### src/rtl/bitwise_pkg.sv
// Shared op encoding for the bitwise/logic execution unit.
package bitwise_pkg;

    localparam int BL_OP_W = 4;

    // Codes 13-15 are reserved and evaluate to zero.
    typedef enum logic [BL_OP_W-1:0] {
        BL_AND   = 4'd0,
        BL_OR    = 4'd1,
        BL_XOR   = 4'd2,
        BL_NOR   = 4'd3,
        BL_NAND  = 4'd4,
        BL_XNOR  = 4'd5,
        BL_ANDN  = 4'd6,
        BL_ORN   = 4'd7,
        BL_RAND  = 4'd8,
        BL_ROR   = 4'd9,
        BL_RXOR  = 4'd10,
        BL_PASSA = 4'd11,
        BL_NOTA  = 4'd12
    } bl_op_e;

endpackage

### src/rtl/elastic_pipe_stage.sv
// One valid/ready register slice; ready is chained combinationally from downstream.
module elastic_pipe_stage #(
    parameter int DW = 33
) (
    input  logic          clk,
    input  logic          rst_n,
    input  logic          valid_i,
    output logic          ready_o,
    input  logic [DW-1:0] data_i,
    output logic          valid_o,
    input  logic          ready_i,
    output logic [DW-1:0] data_o
);

    logic          valid_q, valid_d;
    logic [DW-1:0] data_q, data_d;

    // Loads when empty or when the held beat is leaving this cycle.
    assign ready_o = !valid_q || ready_i;

    always_comb begin
        valid_d = valid_q;
        data_d  = data_q;
        if (ready_o) begin
            valid_d = valid_i;
        end
        // Data only moves with a real beat so the output holds its last value when idle.
        if (valid_i && ready_o) begin
            data_d = data_i;
        end
    end

    always_ff @(posedge clk or negedge rst_n) begin
        if (!rst_n) begin
            valid_q <= 1'b0;
            data_q  <= '0;
        end else begin
            valid_q <= valid_d;
            data_q  <= data_d;
        end
    end

    assign valid_o = valid_q;
    assign data_o  = data_q;

endmodule

### src/rtl/bitwise_logic_unit.sv
// Pipelined bitwise/logic unit: op evaluated at acceptance, result + zero flag
// carried through STAGES elastic slices.
module bitwise_logic_unit
    import bitwise_pkg::*;
#(
    parameter int WIDTH  = 32,
    parameter int STAGES = 2
) (
    input  logic               clk,
    input  logic               rst_n,
    input  logic               enable,
    input  logic               i_valid,
    output logic               o_ready,
    input  logic [BL_OP_W-1:0] i_op,
    input  logic [WIDTH-1:0]   i_1,
    input  logic [WIDTH-1:0]   i_2,
    output logic               o_valid,
    input  logic               i_ready,
    output logic [WIDTH-1:0]   o,
    output logic               o_zero
);

    logic [WIDTH-1:0] op_a, op_b, res_d;
    logic             zero_d;

    always_comb begin
        op_a  = enable ? i_1 : '0;
        op_b  = enable ? i_2 : '0;
        res_d = '0;
        case (bl_op_e'(i_op))
            BL_AND:   res_d = op_a & op_b;
            BL_OR:    res_d = op_a | op_b;
            BL_XOR:   res_d = op_a ^ op_b;
            BL_NOR:   res_d = ~(op_a | op_b);
            BL_NAND:  res_d = ~(op_a & op_b);
            BL_XNOR:  res_d = ~(op_a ^ op_b);
            BL_ANDN:  res_d = op_a & ~op_b;
            BL_ORN:   res_d = op_a | ~op_b;
            BL_RAND:  res_d[0] = &op_a;
            BL_ROR:   res_d[0] = |op_a;
            BL_RXOR:  res_d[0] = ^op_a;
            BL_PASSA: res_d = op_a;
            BL_NOTA:  res_d = ~op_a;
            default:  res_d = '0;
        endcase
        zero_d = (res_d == '0);
    end

    // Each slice gets its own scalar handshake nets so the backward ready chain
    // is a plain sequence of gates rather than a self-referencing vector.
    for (genvar g = 0; g < STAGES; g++) begin : g_stage
        logic             v_in, r_in, v_out, r_dn;
        logic [WIDTH:0]   d_in, d_out;

        if (g == 0) begin : g_head
            assign v_in = i_valid;
            assign d_in = {zero_d, res_d};
        end else begin : g_link
            assign v_in = g_stage[g-1].v_out;
            assign d_in = g_stage[g-1].d_out;
        end

        if (g == STAGES - 1) begin : g_tail
            assign r_dn = i_ready;
        end else begin : g_mid
            assign r_dn = g_stage[g+1].r_in;
        end

        elastic_pipe_stage #(
            .DW(WIDTH + 1)
        ) u_stage (
            .clk    (clk),
            .rst_n  (rst_n),
            .valid_i(v_in),
            .ready_o(r_in),
            .data_i (d_in),
            .valid_o(v_out),
            .ready_i(r_dn),
            .data_o (d_out)
        );
    end

    assign o_ready = g_stage[0].r_in;
    assign o_valid = g_stage[STAGES-1].v_out;
    assign o       = g_stage[STAGES-1].d_out[WIDTH-1:0];
    assign o_zero  = g_stage[STAGES-1].d_out[WIDTH];

endmodule

### config.mk
export PLATFORM = sky130hd
export DESIGN_NAME = bitwise_logic_unit
export DESIGN_NICKNAME = d
export VERILOG_FILES = /design/src/rtl/bitwise_pkg.sv /design/src/rtl/elastic_pipe_stage.sv /design/src/rtl/bitwise_logic_unit.sv
export SDC_FILE = /design/constraint.sdc
export NUM_CORES = 1
export LEC_CHECK = 0
export BUFFER_PORTS_ARGS = -buffer_cell sky130_fd_sc_hd__buf_2
export CAP_MARGIN = 20
export CORE_ASPECT_RATIO = 1.5
export CORE_MARGIN = 2
export CORE_UTILIZATION = 48
export DETAILED_ROUTE_END_ITERATION = 8
export PLACE_DENSITY = 0.71
export SETUP_SLACK_MARGIN = 0.15
export SLEW_MARGIN = 10
export SYNTH_ARGS = -nofsm -noshare
export SYNTH_HDL_FRONTEND = slang
export SYNTH_SLANG_ARGS = --single-unit
### constraint.sdc
create_clock -name clk -period 1.9 [get_ports clk]
set_input_delay 0.095 -clock clk [delete_from_list [all_inputs] [get_ports clk]]
set_output_delay 0.095 -clock clk [all_outputs]
set_load 0.005 [all_outputs]
==> impl_metrics.csv, run 1 <==
group,metric,value,unit
grt,overflow,0,
synthesis,yosysSeqAreaShare,21.16,%
final_layout,drive_above_1_share,45.71,%
synthesis,syn_nets,1197,
timing,setup_ws,-0.5219,ns
final_layout,nets,1533,
grt,grt.met2_usage,57.91,%
synthesis,synth_area_leader_cell,"ha_1",
hold_path,worst_hold_path_type,"in2reg",
synthesis,syn_area,8043,µm²
worst_setup_path,worstSetupStartpoint,"enable",
routing,drc_errors,1,
timing,fmax,412.9,MHz
synthesis,ys_async_sr_fraction,100.0,%
floorplan,start_util,48.40,%
synthesis,synthCells,976,
run_status,violations,"design-rule violations, negative setup slack",
place,dp.cells,1486,
synthesis,synth_top_area_share,23.02,%
floorplan,dieArea,17830,µm²
synthesis,yosys_warnings,0,
place,io_buffers,107,
floorplan,chipHeight,162.5,µm
pwr,peakVddDrop,877.9,µV
pwr,clkPwrFrac,24.9,%
timing,finalSetupViolCount,7,
synthesis,synthFlopType,"dfrtp_1",
final_layout,final_cell_mix,"247 x buf_4, 112 x ha_1, 106 x nand2_1, 105 x buf_2, 68 x dfrtp_1",
floorplan,io_pins,108,
floorplan,rows,58,
timing,setup_tns,-1.514,ns
clock_network,clk_latency,0.33,ns
hold_path,hp-start,"i_ready",
routing,via_per_inst,5.922,
pwr,p_sw,2192,µW
worst_setup_path,crit_fanout,5,
final_layout,fin_area,12200,µm²
grt,grt_usage,33.44,%
timing,fin_worst_skew,0.009238,ns
worst_setup_path,critPathRequiredTime,2.14,ns
timing,relSlewSlack,63.79,%
final_layout,area_growth_syn_to_layout,51.71,%
floorplan,die_x,109.7,µm
place,dp_hpwl,22960,µm
clock_network,clkSlewWorstSetupHoldPaths,0.06,ns
timing,hold_slack,0.05551,ns
timing,timing.final.max_slew_violations,0,
run,max-cap-violations,0,
routing,drt-initial-drc-count,969,
routing,wirelength,30900,µm
pwr,internal-power,4336,µW
worst_setup_path,cp-end-kind,"flop",
pwr,p_total,6528,µW
final_layout,stdcell_count,1528,
clock_network,clockRootBuffer,"clkbuf_16",
synthesis,yosys-top-cells-area,"ha_1 23%, dfrtp_1 21%, mux2_2 6.9%, nand2_1 6.4%, o21ai_0 3.7%",
floorplan,core,16620,µm²
clock_network,cts_made_buffers,9,
synthesis,ys_seq_elements,68,
grt,grt_max_degree,51,
worst_setup_path,worstSetupStartpointType,"input port",
clock_network,clock_path_buffers,2,
worst_setup_path,r2r_start,"g_stage[0].u_stage.valid_o$_DFFE_PN0N_",
pwr,power.leakage,0.006076,µW
worst_setup_path,cp.arrival,2.66,ns
synthesis,synth_cell_type_count,67,
synthesis,postSynthAreaPerCell,8.240,µm²
routing,antenna_left,0,
place,place_area,10720,µm²
grt,antenna_found_initial,1,
final_layout,layout_commonest_cell,"buf_4",
pwr,seqPwrFrac,29.3,%
clock_network,cts_tree,"done",
clock_network,cts.sinks,68,
routing,wl_per_cell,20.22,µm
pwr,power.density,535.0,nW/µm²
grt,grt.met1_usage,38.34,%
pwr,swShare,33.58,%
synthesis,synth_edf_count,0,
place,place_congestion,0.9873,
timing,period_share,127.5,%
timing,period_needed,2.422,ns
run_status,status,"finished, violations left",
grt,grt_busiest_layer,"met2",
timing,rsz0062_at_grt,"yes",
timing,hold_viol,0,
final_layout,fill_cells,1250,
grt,grt_pass1_vias,8822,
clock_network,htreeDepth,3,
routing,firstDrtPassIters,9,
grt,grtUsageMet3,3.802,%
worst_setup_path,critPathKind,"in2reg",
timing,tightest_slew,0.5412,ns
grt,grt_pass1_wl,45550,µm
pwr,p_comb_share,45.9,%
routing,vias,9049,
## timing repair
action                                  in CTS  in global routing
gates cloned                                 2                  0
hold buffers                                 2                  0
endpoints found under the setup margin      15                 18
resized for setup                          122                 92
pin swaps                                   44                 36
hold endpoints to repair                    19                  0
buffers inserted                            12                  9
## layer usage
layer  wire, µm  up-vias
met4       2512        0
met2      14980      516
met5          0        -
met3       2189      193
met1      11220     4221
li1           -     4119
## kinds of logic (layout without fill, tap and decap cells)
logic type | after synthesis | after routing | share of synthesized area (%)
fa+ha+maj | 148 | 148 | 23.02
other cells | 0 | 1 | 0
xor+xnor | 35 | 35 | 3.812
buf+inv | 140 | 481 | 7.530
flops | 68 | 68 | 21.16
mux | 55 | 55 | 7.607
simple gates | 291 | 291 | 16.99
compound gates | 239 | 239 | 19.88
## cells in the mapped netlist, drive strengths merged, types with 7 or more instances
master and count:
nand3 9, dfrtp 68, and2 7, a22oi 19, o221ai 8, nor2b 18
ha 148, xnor2 26, mux2 49, nor3 20, nor2 50, o21ai 59
buf 42, o22ai 22, inv 72, o211ai 8, nand4 11, nand2b 15
clkbuf 25, nand2 137, a21oi 41, a211oi 19, a31oi 7, xor2 9
a221oi 11
## layout make-up
| cell class | count | area [µm²] | share of cell area [%] |
|---|---|---|---|
| well taps | 210 | 262.8 | 2.153 |
| clock buffers | 12 | 246.5 | 2.020 |
| multi-input cells | 768 | 6626 | 54.31 |
| flip-flops and latches | 68 | 1702 | 13.95 |
| clock inverters | 4 | 48.80 | 0.3999 |
| repair buffers | 392 | 3007 | 24.64 |
| inverters | 73 | 306.5 | 2.512 |
| diodes | 1 | 2.502 | 0.02051 |
## sequential cells by signal, indices dropped and copies added (netlist names)
name,flops
g_stage.u_stage.valid_o,2
g_stage.u_stage.data_o,66
## power by group through the flow
stage	logic (µW)	clock network [µW]	registers, µW
after floorplan	1350	0	1930
after global placement	2480	0	1920
after detailed placement	2550	0	1940
after CTS	2780	1640	1920
after global routing	3210	1700	1960
final	2990	1620	1910
## metrics by stage
step | setup slack [ns] | util, %
floorplan | -0.6861 | -
global placement | -0.7750 | 64.49
detailed placement | -0.8591 | 64.49
CTS | -0.3637 | 70.63
global route | -0.5648 | 73.42
finish | -0.5219 | 73.42
## final timing paths
| check | to | slack, ns | cells after the start |
|---|---|---|---|
| worst max register to register | g_stage[0].u_stage.data_o[32]$_DFFE_PN0P_ | -0.31 | 8 |
| min in group asynchronous | g_stage[1].u_stage.data_o[9]$_DFFE_PN0P_ | 0.24 | 2 |
| worst min-delay path | g_stage[1].u_stage.valid_o$_DFFE_PN0P_ | 0.06 | 3 |
| worst max-delay path | g_stage[0].u_stage.data_o[32]$_DFFE_PN0P_ | -0.52 | 13 |
| worst min register to register | g_stage[0].u_stage.data_o[18]$_DFFE_PN0P_ | 0.48 | 2 |
| max in group asynchronous | g_stage[1].u_stage.data_o[23]$_DFFE_PN0P_ | 1.05 | 3 |
## critical path: stages
cell,delay [ns]
buf_12,0.12
buf_16,0.13
buf_4,0.13
buf_4,0.13
nand2_1,0.07
inv_1,0.05
ha_1,0.29
o22ai_1,0.07
a221o_1,0.33
a211oi_2,0.36
nand3_1,0.13
or4_4,0.56
o31ai_4,0.18
(Power assumes the default switching activity.)
==> inputs of run 2 (changes only) <==
--- a/config.mk
+++ b/config.mk
@@ -6,12 +6,12 @@
 export NUM_CORES = 1
 export LEC_CHECK = 0
 export BUFFER_PORTS_ARGS = -buffer_cell sky130_fd_sc_hd__buf_2
-export CAP_MARGIN = 20
+export CAP_MARGIN = 25
 export CORE_ASPECT_RATIO = 1.5
 export CORE_MARGIN = 2
 export CORE_UTILIZATION = 48
 export DETAILED_ROUTE_END_ITERATION = 8
-export PLACE_DENSITY = 0.71
+export PLACE_DENSITY = 0.68
 export SETUP_SLACK_MARGIN = 0.15
 export SLEW_MARGIN = 10
 export SYNTH_ARGS = -nofsm -noshare
==> constraint.sdc (replaced) <==
create_clock -name clk -period 2.8 [get_ports clk]
set_input_delay 0.14 -clock clk [delete_from_list [all_inputs] [get_ports clk]]
set_output_delay 0.14 -clock clk [all_outputs]
set_load 0.005 [all_outputs]
==> run 2 against run 1 <==
  * The flow now finishes without violations
  * Sequential power fell by 32%
  * Final cell count decreased by 13%
  * Setup slack better by 0.76 ns
  * Largest cell class unchanged
==> impl_metrics.csv, run 2 (same netlist as run 1, synthesis figures left out) <==
group,metric,value,unit
run_status,status,"finished, final reports clean",
routing,drt-initial-drc-count,514,
worst_setup_path,cp-end-kind,"flop",
routing,vias,7832,
clock_network,cts_made_buffers,9,
worst_setup_path,rr_endpoint,"g_stage[0].u_stage.data_o[32]$_DFFE_PN0P_",
routing,drc_errors,0,
place,io_buffers,107,
floorplan,rows,58,
pwr,p_total,3930,µW
final_layout,diodes,0,
timing,relSlewSlack,35.17,%
worst_setup_path,crit_fanout,25,
worst_setup_path,critPathRequiredTime,3.03,ns
worst_setup_path,path_buf_inv,3,
clock_network,clockRootBuffer,"clkbuf_16",
routing,via_per_inst,5.871,
floorplan,core,16620,µm²
timing,rsz0062_at_grt,"no",
grt,grt_usage,29.64,%
grt,antenna_found_initial,0,
timing,period_share,91.59,%
worst_setup_path,r2r_cells,8,
hold_path,holdPathStages,2,
worst_setup_path,cp_top_family,"simple AND/OR/NAND/NOR gates",
clock_network,clkSlewWorstSetupHoldPaths,0.06,ns
hold_path,worst_hold_path_type,"in2reg",
final_layout,nets,1340,
run,max-cap-violations,0,
worst_setup_path,critPathKind,"in2reg",
final_layout,layout_commonest_cell,"ha_1",
timing,fmax,389.9,MHz
worst_setup_path,r2r_slack,0.45,ns
routing,wirelength,25900,µm
grt,grt_pass1_vias,7525,
worst_setup_path,crit_chain,"buf_2, buf_12, nand2_1, ha_1, nor2b_1, o32ai_1, a222oi_1, buf_4, nand2_1, nor4_1, nand4_1, or4_1, o31ai_1",
pwr,power.leakage,0.004925,µW
grt,grt_max_degree,49,
place,dp_hpwl,21060,µm
final_layout,final_cell_mix,"147 x ha_1, 135 x nand2_1, 106 x buf_2, 85 x buf_4, 71 x inv_1",
timing,period_needed,2.565,ns
pwr,peakVddDrop,507.1,µV
hold_path,hp-start,"i_valid",
worst_setup_path,max_stage_delay,0.43,ns
worst_setup_path,worstSetupStartpointType,"input port",
place,place_congestion,1.010,
worst_setup_path,crit_slowest_cell,"or4_1",
place,pre_cts_ws,-0.03187,ns
routing,wl_per_cell,19.42,µm
final_layout,fin_util,58.00,%
timing,hold_viol,0,
final_layout,fill_cells,1531,
clock_network,cts_tree,"done",
pwr,power.density,407.8,nW/µm²
clock_network,clock_path_buffers,2,
clock_network,cts.sinks,68,
timing,fin_worst_skew,0.007523,ns
final_layout,area_growth_syn_to_layout,19.84,%
floorplan,dieArea,17830,µm²
floorplan,io_pins,108,
grt,overflow,0,
worst_setup_path,crit_top_cell,"nand2_1",
clock_network,clk_latency,0.33,ns
routing,antenna_left,0,
floorplan,start_util,48.40,%
hold_path,whs_endpoint,"g_stage[0].u_stage.valid_o$_DFFE_PN0N_",
floorplan,chipHeight,162.5,µm
worst_setup_path,r2r_start,"g_stage[1].u_stage.valid_o$_DFFE_PN0P_",
floorplan,die_x,109.7,µm
final_layout,drive_above_1_share,24.64,%
final_layout,largest_reg_flops,66,
timing,setup_ws,0.2354,ns
clock_network,htreeDepth,3,
timing,tightest_slew,0.9689,ns
routing,firstDrtPassIters,6,
worst_setup_path,cp.arrival,2.80,ns
timing,timing.final.max_slew_violations,0,
grt,grt_pass1_wl,40490,µm
timing,finalSetupViolCount,0,
run 2: cell type report:
type,instances,area (µm²),share of cell area (%)
repair buffers,199,1319,13.68
inverters,73,274.0,2.843
multi-input cells,768,5769,59.86
clock buffers,11,252.7,2.622
well taps,210,262.8,2.726
flip-flops and latches,68,1702,17.66
clock inverters,5,58.81,0.6102
run 2: power by group:
part	switching (µW)	total [µW]	leakage, µW	internal [µW]
logic	795	1490	0.00392	695
clock network	404	1140	0.000148	738
registers	102	1300	0.000859	1200
run 2: how the worst max path moves through the flow:
stage / slack, ns / start / depth (start not counted) / end
after global placement: 0.03 / enable / 12 / g_stage[0].u_stage.data_o[32]$_DFFE_PN0P_
after floorplan: 0.15 / enable / 16 / g_stage[0].u_stage.data_o[32]$_DFFE_PN0P_
after detailed placement: -0.03 / enable / 12 / g_stage[0].u_stage.data_o[32]$_DFFE_PN0P_
after global routing: 0.08 / enable / 13 / g_stage[0].u_stage.data_o[32]$_DFFE_PN0P_
final: 0.24 / enable / 13 / g_stage[0].u_stage.data_o[32]$_DFFE_PN0P_
after CTS: 0.31 / enable / 12 / g_stage[0].u_stage.data_o[32]$_DFFE_PN0P_
run 2: metrics by stage:
step	TNS (ns)	area, µm²	instances	hold WS [ns]
finish	0	9638	1334	0.03715
global route	0	9638	1334	0.06397
CTS	0	9630	1333	0.03275
detailed placement	-0.03187	9309	1316	0.1617
global placement	0	9309	1316	0.1687
floorplan	0	8133	976	-0.1556
run 2: per-layer routing:
metal	up-vias	track usage (%)	wire length, µm
met5	-	0	0
met4	0	17.43	1574
met3	102	3.121	1396
met2	325	50.36	12650
met1	3685	35.52	10280
li1	3720	-	-
run 2: timing repair:
action | CTS | global route
setup endpoints to repair | 0 | 1
buffers inserted | 0 | 1
resized for setup | 0 | 0
hold buffers | 1 | 0
hold endpoints to repair | 24 | 0
==> inputs of run 3 (changes only) <==
--- a/config.mk
+++ b/config.mk
@@ -9,10 +9,11 @@
 export CAP_MARGIN = 25
 export CORE_ASPECT_RATIO = 1.5
 export CORE_MARGIN = 2
-export CORE_UTILIZATION = 48
+export CORE_UTILIZATION = 45
 export DETAILED_ROUTE_END_ITERATION = 8
-export PLACE_DENSITY = 0.68
+export MAX_ROUTING_LAYER = met4
 export SETUP_SLACK_MARGIN = 0.15
+export SKIP_LAST_GASP = 1
 export SLEW_MARGIN = 10
 export SYNTH_ARGS = -nofsm -noshare
 export SYNTH_HDL_FRONTEND = slang
==> run 3 against run 2 <==
  * The run now ends with design-rule violations left
  * Die area is 6.5% higher
  * Clock-buffer cell count did not move
  * Via count down 0.84%
  * Wire length increased by 2.1%
  * Setup slack improved by 0.049 ns
  * Critical path depth did not move
  * Final cell count fell by 0.30%
  * Worst hold slack lost 0.035 ns
  * Largest power group unchanged
  * Critical path type unchanged
==> impl_metrics.csv, run 3 (same netlist as run 1, synthesis figures left out) <==
group,metric,value,unit
timing,period_share,89.85,%
grt,grt_max_degree,69,
floorplan,die_x,113.2,µm
worst_setup_path,r2r_start,"g_stage[1].u_stage.valid_o$_DFFE_PN0P_",
routing,drt-initial-drc-count,614,
routing,drc_errors,9,
timing,hold_slack,0.002333,ns
routing,wirelength,26450,µm
place,dp_hpwl,20770,µm
routing,firstDrtPassIters,7,
pwr,peakVddDrop,296.5,µV
clock_network,clkSlewWorstSetupHoldPaths,0.05,ns
place,dp.cells,1316,
timing,timing.final.max_slew_violations,0,
place,pre_cts_ws,-0.008409,ns
floorplan,dieArea,18980,µm²
final_layout,largest_reg_flops,66,
worst_setup_path,cp-end-kind,"flop",
grt,grt_pass1_wl,41110,µm
timing,period_needed,2.516,ns
timing,setup_ws,0.2841,ns
clock_network,clk_latency,0.32,ns
floorplan,core,17420,µm²
hold_path,worst_hold_path_type,"in2async",
final_layout,fill_cells,1662,
pwr,power.leakage,0.004892,µW
routing,via_per_inst,5.839,
grt,grt_pass1_vias,7448,
timing,setup_tns,0,ns
routing,vias,7766,
worst_setup_path,cp.arrival,2.74,ns
worst_setup_path,critPathRequiredTime,3.02,ns
final_layout,diodes,0,
run,max-cap-violations,0,
clock_network,htreeDepth,3,
pwr,power.density,395.5,nW/µm²
clock_network,cts_tree,"done",
grt,grt_usage,28.40,%
timing,rsz0062_at_grt,"no",
clock_network,postCtsHoldBufs,0,
floorplan,rows,59,
worst_setup_path,r2r_cells,8,
timing,tightest_slew,0.9173,ns
worst_setup_path,worstSetupStartpointType,"input port",
timing,hold_viol,0,
final_layout,layout_commonest_cell,"ha_1",
timing,fmax,397.5,MHz
clock_network,clock_path_buffers,2,
place,io_buffers,107,
final_layout,final_cell_mix,"147 x ha_1, 135 x nand2_1, 106 x buf_2, 81 x buf_4, 71 x inv_1",
floorplan,start_util,46.16,%
final_layout,drive_above_1_share,24.35,%
routing,antenna_left,0,
worst_setup_path,crit_fanout,29,
worst_setup_path,critPathKind,"in2reg",
final_layout,stdcell_count,1330,
grt,overflow,0,
final_layout,nets,1336,
worst_setup_path,rr_endpoint,"g_stage[0].u_stage.data_o[32]$_DFFE_PN0P_",
timing,relSlewSlack,38.62,%
floorplan,io_pins,108,
clock_network,clockRootBuffer,"clkbuf_16",
routing,wl_per_cell,19.89,µm
run_status,violations,"design-rule violations",
timing,fin_worst_skew,0.006053,ns
final_layout,area_growth_syn_to_layout,19.14,%
clock_network,cts.sinks,68,
timing,finalSetupViolCount,0,
grt,antenna_found_initial,0,
worst_setup_path,r2r_slack,0.56,ns
place,place_congestion,0.9904,
run_status,status,"finished, violations left",
floorplan,chipHeight,167.7,µm
clock_network,cts_made_buffers,9,
-- run 3: cell count changes in the layout (fill, tap and decap cells not counted) --
| cell | change |
|---|---|
| buf_12 | +1 |
| buf_4 | -4 |
| bufinv_16 | -1 |
| clkinvlp_4 | -1 |
| dlygate4sd3_1 | -1 |
| inv_6 | -1 |
| nor4_1 | -1 |
| nor4_2 | +1 |
-- run 3: layout make-up --
cell class / instances / area, µm² / area share (%)
clock buffers: 11 / 252.7 / 2.638
well taps: 213 / 266.5 / 2.781
multi-input cells: 768 / 5776 / 60.28
flip-flops and latches: 68 / 1702 / 17.76
clock inverters: 2 / 12.51 / 0.1306
repair buffers: 195 / 1299 / 13.55
inverters: 73 / 274.0 / 2.860
-- run 3: worst max path at each step --
| stage | endpoint | slack, ns | from |
|---|---|---|---|
| global placement | g_stage[0].u_stage.data_o[32]$_DFFE_PN0P_ | 0.04 | enable |
| CTS | g_stage[0].u_stage.data_o[32]$_DFFE_PN0P_ | 0.31 | enable |
| finish | g_stage[0].u_stage.data_o[32]$_DFFE_PN0P_ | 0.28 | enable |
| detailed placement | g_stage[0].u_stage.data_o[32]$_DFFE_PN0P_ | -0.008 | enable |
| global route | g_stage[0].u_stage.data_o[32]$_DFFE_PN0P_ | 0.21 | enable |
| floorplan | g_stage[0].u_stage.data_o[32]$_DFFE_PN0P_ | 0.15 | enable |
-- run 3: worst max-delay path, stage by stage --
cell and delay [ns]:
buf_2 0.14, buf_12 0.17, nand2_1 0.16, inv_1 0.11, ha_4 0.28, nor2_1 0.03, a21oi_1 0.14, o22ai_1 0.10
a221o_1 0.26, a222oi_1 0.35, nand4_1 0.13, or4_1 0.51, o31ai_1 0.20
-- run 3: timing repair --
item / 4_1_cts / 5_1_grt
resized for setup: 0 / 1
setup buffers: 0 / 1
endpoints found under the hold margin: 0 / 0
endpoints found under the setup margin: 0 / 1
-- run 3: metrics by stage --
step	util (%)	power (µW)	cell area, µm²
after floorplan	-	2213	8133
after global placement	53.40	2780	9303
after detailed placement	53.40	2798	9303
after CTS	54.92	3808	9568
after global routing	55.00	4032	9582
final	55.00	3790	9582
-- run 3: per-layer routing --
layer | global-route usage, % | vias up | part of all wire [%]
li1 | - | 3709 | -
met5 | - | - | 0
met3 | 2.425 | 88 | 5.6
met2 | 46.58 | 318 | 48
met4 | 13.52 | 0 | 4.9
met1 | 35.17 | 3651 | 42
-- run 3: power breakdown --
part           internal [µW]  switching [µW]
clock network            629             365
logic                    699             799
registers               1200             100
